===== src/rtl/shoot_pkg.sv =====
// Shared shoot-path definitions: debounce FSM states and default sizing.
package shoot_pkg;

  typedef enum logic [1:0] {
    LOW     = 2'd0,
    CONF_HI = 2'd1,
    HIGH    = 2'd2,
    CONF_LO = 2'd3
  } deb_state_t;

  localparam int unsigned DEFAULT_DEBOUNCE_CYCLES = 50000;
  localparam int unsigned DEFAULT_CNT_W           = 8;

endpackage


===== src/rtl/sync_2ff.sv =====
// Generic two-flop synchroniser for asynchronous sensor pins.
module sync_2ff (
  input  logic clk,
  input  logic reset_n,
  input  logic d,
  output logic q
);

  logic s1;

  always_ff @(posedge clk) begin
    if (!reset_n) begin
      s1 <= 1'b0;
      q  <= 1'b0;
    end else begin
      s1 <= d;
      q  <= s1;
    end
  end

endmodule


===== src/rtl/shoot_sense_debounce.sv =====
// Shoot-sensor conditioning: synchronise, debounce, edge strobes and a
// wrapping count of accepted rising edges.
module shoot_sense_debounce
  import shoot_pkg::*;
#(
  parameter int unsigned DEBOUNCE_CYCLES = DEFAULT_DEBOUNCE_CYCLES,
  parameter int unsigned CNT_W           = DEFAULT_CNT_W
) (
  input  logic             clk,
  input  logic             reset_n,
  input  logic             raw_in,
  input  logic             count_clr,
  output logic             level_out,
  output logic             rise_pulse,
  output logic             fall_pulse,
  output logic [CNT_W-1:0] event_count
);

  localparam int unsigned       STAB_W    = $clog2(DEBOUNCE_CYCLES + 1);
  localparam logic [STAB_W-1:0] STAB_LAST = STAB_W'(DEBOUNCE_CYCLES - 1);
  localparam bit                DIRECT    = (DEBOUNCE_CYCLES == 1);

  logic              s2;
  deb_state_t        state;
  logic [STAB_W-1:0] stab_cnt;

  sync_2ff u_sync (
    .clk     (clk),
    .reset_n (reset_n),
    .d       (raw_in),
    .q       (s2)
  );

  // Debounce FSM; strobes default low and are raised only on acceptance.
  always_ff @(posedge clk) begin
    if (!reset_n) begin
      state       <= LOW;
      stab_cnt    <= '0;
      level_out   <= 1'b0;
      rise_pulse  <= 1'b0;
      fall_pulse  <= 1'b0;
      event_count <= '0;
    end else begin
      rise_pulse <= 1'b0;
      fall_pulse <= 1'b0;
      if (count_clr) event_count <= '0;

      case (state)
        LOW: begin
          if (s2) begin
            if (DIRECT) begin
              state       <= HIGH;
              level_out   <= 1'b1;
              rise_pulse  <= 1'b1;
              event_count <= count_clr ? CNT_W'(1) : event_count + CNT_W'(1);
            end else begin
              state    <= CONF_HI;
              stab_cnt <= STAB_W'(1);
            end
          end
        end
        CONF_HI: begin
          if (!s2) begin
            state    <= LOW;
            stab_cnt <= '0;
          end else if (stab_cnt == STAB_LAST) begin
            state       <= HIGH;
            stab_cnt    <= '0;
            level_out   <= 1'b1;
            rise_pulse  <= 1'b1;
            event_count <= count_clr ? CNT_W'(1) : event_count + CNT_W'(1);
          end else begin
            stab_cnt <= stab_cnt + STAB_W'(1);
          end
        end
        HIGH: begin
          if (!s2) begin
            if (DIRECT) begin
              state      <= LOW;
              level_out  <= 1'b0;
              fall_pulse <= 1'b1;
            end else begin
              state    <= CONF_LO;
              stab_cnt <= STAB_W'(1);
            end
          end
        end
        CONF_LO: begin
          if (s2) begin
            state    <= HIGH;
            stab_cnt <= '0;
          end else if (stab_cnt == STAB_LAST) begin
            state      <= LOW;
            stab_cnt   <= '0;
            level_out  <= 1'b0;
            fall_pulse <= 1'b1;
          end else begin
            stab_cnt <= stab_cnt + STAB_W'(1);
          end
        end
        default: begin
          state    <= LOW;
          stab_cnt <= '0;
        end
      endcase
    end
  end

endmodule


===== config.mk =====
export PLATFORM = sky130hd
export DESIGN_NAME = shoot_sense_debounce
export DESIGN_NICKNAME = d
export VERILOG_FILES = /design/src/rtl/shoot_pkg.sv /design/src/rtl/sync_2ff.sv /design/src/rtl/shoot_sense_debounce.sv
export SDC_FILE = /design/constraint.sdc
export NUM_CORES = 1
export LEC_CHECK = 0
export ABC_AREA = 0
export CORE_MARGIN = 2
export CORE_UTILIZATION = 50
export DETAILED_ROUTE_END_ITERATION = 10
export GPL_ROUTABILITY_DRIVEN = 1
export PLACE_DENSITY_LB_ADDON = 0.05
export SYNTH_ARGS = -nofsm -noshare
export SYNTH_HDL_FRONTEND = slang
export SYNTH_SLANG_ARGS = --single-unit

===== constraint.sdc =====
create_clock -name clk -period 2.4 [get_ports clk]
set_clock_uncertainty 0.05 [all_clocks]
set_input_delay 0.36 -clock clk [delete_from_list [all_inputs] [get_ports clk]]
set_output_delay 0.36 -clock clk [all_outputs]
set_load 0.01 [all_outputs]

==> results of run 1 <==
==> area by class of cell <==
class / instances / area share (%)
clock buffer: 6 / 2.733
clock inverter: 2 / 1.867
inverter: 8 / 1.600
multi-input combinational: 136 / 47.93
sequential: 31 / 33.07
tap: 44 / 2.933
timing repair buffer: 20 / 9.867
==> stage by stage <==
stage               worst slack, ns  instances  instance area [µm²]  hold slack, ns
CTS                          0.3495        247                 1877          0.4060
detailed placement           0.3813        239                 1790          0.3784
global route                 0.1693        247                 1877          0.4273
global placement             0.4879        239                 1790          0.3714
finish                       0.3350        247                 1877          0.3993
floorplan                    0.6420        185                 1599          0.3618
==> worst reg2reg max path, stage by stage, from the launching register on <==
cell                      delay (ns)
sky130_fd_sc_hd__dfxtp_1        0.43
sky130_fd_sc_hd__ha_1           0.26
sky130_fd_sc_hd__and3_1         0.29
sky130_fd_sc_hd__nand4_1        0.14
sky130_fd_sc_hd__buf_4          0.21
sky130_fd_sc_hd__or4_1          0.47
sky130_fd_sc_hd__a21oi_1        0.15
==> Yosys cell counts, drive strengths merged, types with 3 or more instances <==
| cell | instances |
|---|---|
| nor4 | 5 |
| nand3 | 12 |
| or4 | 9 |
| nor3 | 4 |
| clkbuf | 4 |
| o22ai | 4 |
| mux2i | 3 |
| o21ai | 6 |
| nand2 | 13 |
| xor2 | 3 |
| nor2 | 3 |
| o31ai | 6 |
| dfxtp | 31 |
| a21oi | 10 |
| nand4 | 10 |
| and4 | 3 |
| buf | 6 |
| a31oi | 17 |
| nand2b | 4 |
| or3b | 3 |
| inv | 8 |
==> layer usage <==
metal,part of all wire (%),wire length [µm],track usage (%),vias to the layer above
met1,46,1695,31.36,715
met4,0.51,19,9.627,0
met3,6.2,228,3.838,2
met5,0,0,0,-
li1,-,-,-,756
met2,48,1764,33.70,46
==> cell families (layout without fill, tap and decap cells) <==
logic type	after synthesis	in the layout	share of synthesized area, %
XOR/XNOR	3	3	2.113
AND/OR/NAND/NOR	81	81	32.47
AO/OA/AOI/OAI	47	47	18.23
buffers and inverters	18	36	4.929
flip-flops	31	31	38.81
adder cells (fa/ha/maj)	2	2	1.565
multiplexers	3	3	1.878
==> final timing paths <==
| check | to | cells after the start | startpoint | slack, ns |
|---|---|---|---|---|
| worst max-delay path | event_count[6]$_SDFF_PN0_ | 6 | stab_cnt[0]$_SDFFE_PN0P_ | 0.33 |
| worst min-delay path | u_sync.q$_SDFF_PN0_ | 1 | u_sync.s1$_SDFF_PN0_ | 0.40 |
| worst max register to register | event_count[6]$_SDFF_PN0_ | 6 | stab_cnt[0]$_SDFFE_PN0P_ | 0.33 |
| worst min register to register | u_sync.q$_SDFF_PN0_ | 1 | u_sync.s1$_SDFF_PN0_ | 0.40 |
==> state kept, by name, summed over array words and instances, names as in the netlist, named ones only <==
name / cells
level_out: 1
event_count: 8
u_sync.s1: 1
stab_cnt: 16
fall_pulse: 1
state: 1
rise_pulse: 1
u_sync.q: 1
==> power by group <==
group	switching [mW]	total, mW	internal [mW]
Clock	0.188	0.434	0.246
Sequential	0.00458	0.523	0.519
Combinational	0.0207	0.0382	0.0175
==> results by stage, run 1 <==
Pwr:
- The total power consumption of the routed design is 0.9953 mW.
- The power density of the placed cells is 530.3 nW/µm².
- The largest voltage drop on the vdd net is 0.0003434 V.
- The leakage power is 0.5781 nW.

Clocking:
- The clock input transition at the sequential cells of the worst setup and hold paths is 0.10 ns.
- The clock reaches the later pin of the worst-skew pair after 0.33 ns.
- The deepest level of the CTS H-tree is 2.
- After clock tree synthesis, the repair step resized 0 gates.
- Clock tree synthesis found a total of 31 sinks.
- Once the clock tree was built, the setup fixing pass inserted 0 buffers.
- TritonCTS built the clock tree.
- The master cell of the clock root buffer is sky130_fd_sc_hd__clkbuf_4.
- The number of buffers added to fix hold violations after cts is 0.
- Clock tree synthesis inserted a total of 5 buffers.
- No sink is reached through more buffers than the 2 on the longest clock path.

Layout:
- Of the cells placed in the final design, the portion with a size suffix greater than 1 is 8.867%.
- The area occupied by multi-input gates is 899.6 µm².
- The final standard cell utilization of the core is 61.48%.
- The number of antenna diodes in the final layout is 0.
- Across the whole layout, storage elements account for 620.6 µm².
- The library cell used most frequently in the layout, excluding fill and tap cells, is sky130_fd_sc_hd__dfxtp_1.
- The number of fillers in the final layout is 285.
- The number of nets in the layout is 208.
- The library cells used most frequently in the layout, excluding fill and tap cells, are sky130_fd_sc_hd__dfxtp_1, sky130_fd_sc_hd__a31oi_1, sky130_fd_sc_hd__clkdlybuf4s50_1, sky130_fd_sc_hd__nand2_1, sky130_fd_sc_hd__nand3_1.
- The area growth from synthesis to layout is 17.37%.

Floorplan:
- The initial utilization of the core area, before any placement, comes to 52.38%.
- The height of the chip is 60.55 µm.
- The core outline area is 3053 µm².
- The floorplan has 20 rows.
- The die outline area is 3666 µm².
- The width of the die is 60.55 µm.
- In this run the count of I/O pins placed on the die edge is 15.

Global route:
- After global routing the overflow that remains totals 0.
- The largest net degree at the start of global routing is 20.
- The initial antenna violation count is 0.
- The wire length of the first global-routing pass is 6085 µm.
- The total routing resource utilization after global routing is 22.26%.
- The via count of the first global-routing pass came to 1342.

Route:
- The starting DRC count in detailed routing is 116.
- The DRC violation count after routing is 0.
- The residual antenna-violating net count after detailed routing is 0.
- The routed wire length per instance is 15.00 µm.
- The detailed-routing iteration count for the pre-antenna-repair pass is 5.
- Summed over all layers, the routed wires come to 3706 µm.
- After detailed routing, the number of vias per cell comes to 6.150.
- Detailed routing inserted a total of 1519 vias.

Synthesis:
- The count of yosys warnings during synthesis is 0.
- The post-synthesis net count is 191.
- Synthesis inferred 31 register bits.
- The synthesized design devotes to its leading area cell type 38.81% of total area.
- For this run, the leading register cell type out of synthesis is sky130_fd_sc_hd__dfxtp_1.
- The share of synthesized flip-flops with an asynchronous set or reset is 0%.
- Counting flops with a built-in enable in the synthesized netlist gives 0.
- The biggest area contributor in the post-synthesis netlist is sky130_fd_sc_hd__dfxtp_1.
- The mapped cell area is 1599 µm².
- Synthesis produced 185 cells.
- The number of different library cells used by synthesis comes to 42.
- Of the synthesized area, sequential elements account for 38.81%.
- By area the synthesized netlist is led by sky130_fd_sc_hd__dfxtp_1, sky130_fd_sc_hd__a31oi_1, sky130_fd_sc_hd__nand4_1.
- A synthesized cell averages 8.643 µm².

Hold path:
- The class of the worst hold path is flop to flop.

Timing:
- The slew at the pin closest to its max-slew limit is 0.5212 ns.
- The aggregate negative setup slack is 0 ns.
- The max-slew violation count is 0.
- The clock period minus worst slack is 2.065 ns.
- Setup repair after global routing left no endpoint under its margin.
- The worst slew margin relative to its limit is 64.93%.
- The final hold violation count came to 0.
- Timing would allow up to 484.3 MHz.
- The part of the cycle the worst path needs is 86.04%.
- Setup violations remaining at the end of the flow were counted as 0.

Critical path:
- The number of buffers and inverters on the critical path is 1.
- The maximum fanout encountered on the critical timing path is 15.
- For this run, the slowest stage of the critical path takes 0.47 ns.
- The critical path is of the flop to flop type.
- The cell at the slowest stage of the critical path is sky130_fd_sc_hd__or4_1.
- The startpoint class of the critical path is a flop.
- STA classifies the critical path endpoint as a flop.
- STA puts the critical path data required time at 2.62 ns.
- Walking the worst path, the cells encountered are ha_1, and3_1, nand4_1, buf_4, or4_1, a21oi_1.
- The kind of cell adding the most delay to the critical path is simple AND/OR/NAND/NOR gates.
- The critical path data arrival time is 2.28 ns.

Outcome:
- The run finished with clean final reports.

Job:
- The tool flagged a number of max-cap violations equal to 0.

Placed design:
- The count of buffers added on input and output ports is 14.
- After legalization and detailed placement, the total HPWL measured 2609 µm.
- The final RePlAce weighted congestion is 0.8529.
Note: power is estimated with default switching activity, not from simulation.
==> inputs of run 2 (changes only) <==
Settings changed: CORE_MARGIN 2 to not set.
Clock period 2.4 ns to 2.55 ns, I/O delays scaled along.
==> results by stage, run 2 (synthesized netlist as in run 1, its figures left out) <==
Floorplan:
- The starting density of the core is 52.38% (unchanged).
- The height of the chip is 58.55 µm (-3.3%).
- The width of the die is 58.55 µm (-3.3%).
- The die outline area came to 3428 µm² (-6.5%).
- The number of primary I/O pins came to 15 (unchanged).
- The standard-cell row count was 20 (unchanged).
- The core outline area is 3053 µm² (unchanged).

Layout:
- The proportion of layout cells with a drive suffix above 1 came to 7.960% (-0.91 points).
- The final standard cell utilization of the core is 60.98% (-0.49 points).
- The total inserted antenna cells is 0 (unchanged).
- Counting flops per register, the top entry is stab_cnt.
- The flip-flop count of the largest register after layout was 16 (unchanged).
- The signed area change from the synthesized netlist to the final layout is 16.43%.
- In the layout the commonest cells are sky130_fd_sc_hd__dfxtp_1, sky130_fd_sc_hd__a31oi_1, sky130_fd_sc_hd__clkdlybuf4s50_1, sky130_fd_sc_hd__nand2_1, sky130_fd_sc_hd__nand3_1.
- The number of nets in the layout is 206 (-0.96%).
- The largest registers in the layout are stab_cnt (16), event_count (8).
- The leading cell type in the layout, fill and taps excluded is sky130_fd_sc_hd__dfxtp_1.

Clocking:
- The deepest level of the CTS H-tree is 2 (unchanged).
- The TritonCTS clock tree is done.
- The cell sitting at the root of the clock tree is a sky130_fd_sc_hd__clkbuf_4.
- The TritonCTS buffer count is 5 (unchanged).
- The number of buffers added to fix hold violations after cts is 0 (unchanged).
- The insertion delay of the later-clocked pin in the worst-skew pair is 0.34 ns (about the same).
- The clock sink total was 31 (unchanged).
- The clock input transition at the sequential cells of the worst setup and hold paths is 0.10 ns (about the same).
- The number of cells upsized or downsized after cts came to 0 (unchanged).
- The worst-case clock buffer depth was 2 (unchanged).
- The post-CTS repair timing setup buffer count came to 0 (unchanged).

Critical path:
- The critical path data required time came to 2.77 ns (+0.15 ns).
- The maximum fanout encountered on the critical timing path is 15 (unchanged).
- STA classifies the critical path startpoint as a flop.
- The critical path goes through ha_1, and3_1, nand4_1, buf_4, or4_1, a21oi_1.
- The setup path with the least slack is of type flop to flop.
- The critical register-to-register path startpoint is stab_cnt[0]$_SDFFE_PN0P_.
- The number of cell instances on the worst register-to-register path is 6 (unchanged).
- The critical path data arrival time was 2.30 ns (+0.02 ns).
- The worst stage delay on the critical path came to 0.48 ns (about the same).
- The endpoint identified for the worst register-to-register timing path is event_count[7]$_SDFF_PN0_.
- The worst setup slack for register-to-register paths is 0.47 ns (+0.13 ns).
- The cell at the slowest stage of the critical path is sky130_fd_sc_hd__or4_1.
- The nature of the critical path endpoint is a flop.

Global route:
- The most utilized layer in the global route result is met2.
- The wire length of the first global-routing pass is 5830 µm (-4.2%).
- The initial antenna violation count came to 0 (unchanged).
- The global-route met1 utilization is 28.97% (-2.4 points).
- The global routing met3 resource utilization is 6.593% (+2.8 points).
- The remaining global-route overflow is 0 (unchanged).
- The largest net degree at the start of global routing is 20 (unchanged).
- The via count of the first global-routing pass is 1299 (-3.2%).
- The met2 routing resource usage after global routing was 36.78% (+3.1 points).
- The total routing resource utilization after global routing is 22.51% (+0.25 points).

Timing:
- The max-slew violation count was 0 (unchanged).
- The aggregate negative setup slack is 0 ns (unchanged).
- The worst slew margin relative to its limit is 64.79% (-0.14 points).
- The maximum clock rate is 480.4 MHz (-0.80%).
- The final-layout worst hold slack is 0.3984 ns (-0.0008590 ns).
- The part of the cycle the worst path needs came to 81.63% (-4.4 points).
- The slew at the pin closest to its max-slew limit was 0.5233 ns (+0.002130 ns).
- The clock period minus worst slack is 2.082 ns (+0.01661 ns).
- The minimum setup slack in the final design is 0.4684 ns (+0.1334 ns).
- The setup violation total in the final timing report is 0 (unchanged).
- Setup repair after global routing left no endpoint under its margin.
- The final hold violation count is 0 (unchanged).

Hold path:
- The cell depth of the worst hold path is 1 (unchanged).
- The path with the worst hold slack has its endpoint at u_sync.q$_SDFF_PN0_.
- The class of the worst hold path is flop to flop.
- The worst hold path begins at u_sync.s1$_SDFF_PN0_.

Route:
- The aggregate routed wire length is 3539 µm (-4.5%).
- The starting DRC count in detailed routing is 47 (-59%).
- The via total after detailed routing is 1490 (-1.9%).
- The residual antenna-violating net count after detailed routing is 0 (unchanged).
- The detailed-routing iteration count for the pre-antenna-repair pass came to 4 (-1).
- The ratio of routed vias to standard cells is 6.082 (-1.1%).
- The routed wire length per instance was 14.44 µm (-3.7%).
- The DRC violation count after routing is 0 (unchanged).

Pwr:
- The portion of total power attributed to sequential cells is 52.4% (-0.2 points).
- The leakage power came to 0.5678 nW (-1.8%).
- The switching power of the nets is 0.2050 mW (-3.8%).
- The clock power share was 44.0% (+0.4 points).
- The largest voltage drop on the vdd net is 0.0002819 V (-18%).
- The cell-internal power was 0.7352 mW (-6.0%).
- The power density of the placed cells is 505.0 nW/µm² (-4.8%).
- The total power consumption of the routed design is 0.9401 mW (-5.5%).
- The switching share of total power is 21.80% (+0.40 points).
- The combinational share of power is 3.6% (-0.2 points).

Job:
- The max-capacitance violation count came to 0 (unchanged).

Placed design:
- The final RePlAce weighted congestion is 0.8813 (+3.3%).
- The half-perimeter wire length after placement came to 2592 µm (-0.66%).
- The total of buffers placed on input and output ports was 14 (unchanged).
- The worst slack at placement is 0.4569 ns (+0.07560 ns).

Outcome:
- The flow ran to the end, and the final reports show no timing, DRC or antenna violations.
[run 2: cell type report]
cell class | instances | area, µm²
Clock buffer | 6 | 51.30
Clock inverter | 2 | 35.03
Fill cell | 292 | 1191
Inverter | 8 | 30.03
Multi-Input combinational cell | 136 | 899.6
Sequential cell | 31 | 620.6
Tap cell | 44 | 55.05
Timing Repair Buffer | 18 | 170.2
[run 2: per-layer routing]
layer	up-vias	part of all wire, %
met5	-	0
met1	702	47
met3	5	4.9
li1	750	-
met4	0	1.2
met2	33	47
[run 2: worst max path at each step]
stage                                         from                        end  slack, ns  depth (start not counted)
after floorplan           stab_cnt[0]$_SDFFE_PN0P_  event_count[0]$_SDFF_PN0_       0.79                          7
after global placement    stab_cnt[0]$_SDFFE_PN0P_  event_count[3]$_SDFF_PN0_       0.53                          6
after detailed placement                   reset_n  stab_cnt[12]$_SDFFE_PN0P_       0.46                          5
after CTS                 stab_cnt[0]$_SDFFE_PN0P_  event_count[7]$_SDFF_PN0_       0.46                          6
after global routing      stab_cnt[0]$_SDFFE_PN0P_  event_count[7]$_SDFF_PN0_       0.27                          6
final                     stab_cnt[0]$_SDFFE_PN0P_  event_count[7]$_SDFF_PN0_       0.47                          6
[run 2: through the flow]
step | instances | instance area [µm²]
final | 245 | 1862
after global routing | 245 | 1862
after CTS | 245 | 1862
after detailed placement | 237 | 1775
after global placement | 237 | 1775
after floorplan | 185 | 1599
[run 2: worst max-delay path: cells and delay by family, from the launching register on]
| kind | cells | cell delay (ns) |
|---|---|---|
| AND/OR/NAND/NOR | 3 | 0.92 |
| flip-flops | 1 | 0.43 |
| adder cells (fa/ha/maj) | 1 | 0.24 |
| buffers and inverters | 1 | 0.21 |
| AO/OA/AOI/OAI | 1 | 0.16 |
[run 2: power by group through the flow]
stage | clock, mW | sequential, mW | combinational (mW)
2_1_floorplan | 0 | 0.503 | 0.0181
3_3_place_gp | 0 | 0.503 | 0.0334
3_5_place_dp | 0 | 0.504 | 0.0338
4_1_cts | 0.417 | 0.493 | 0.0340
5_1_grt | 0.434 | 0.493 | 0.0383
6_report | 0.414 | 0.492 | 0.0337
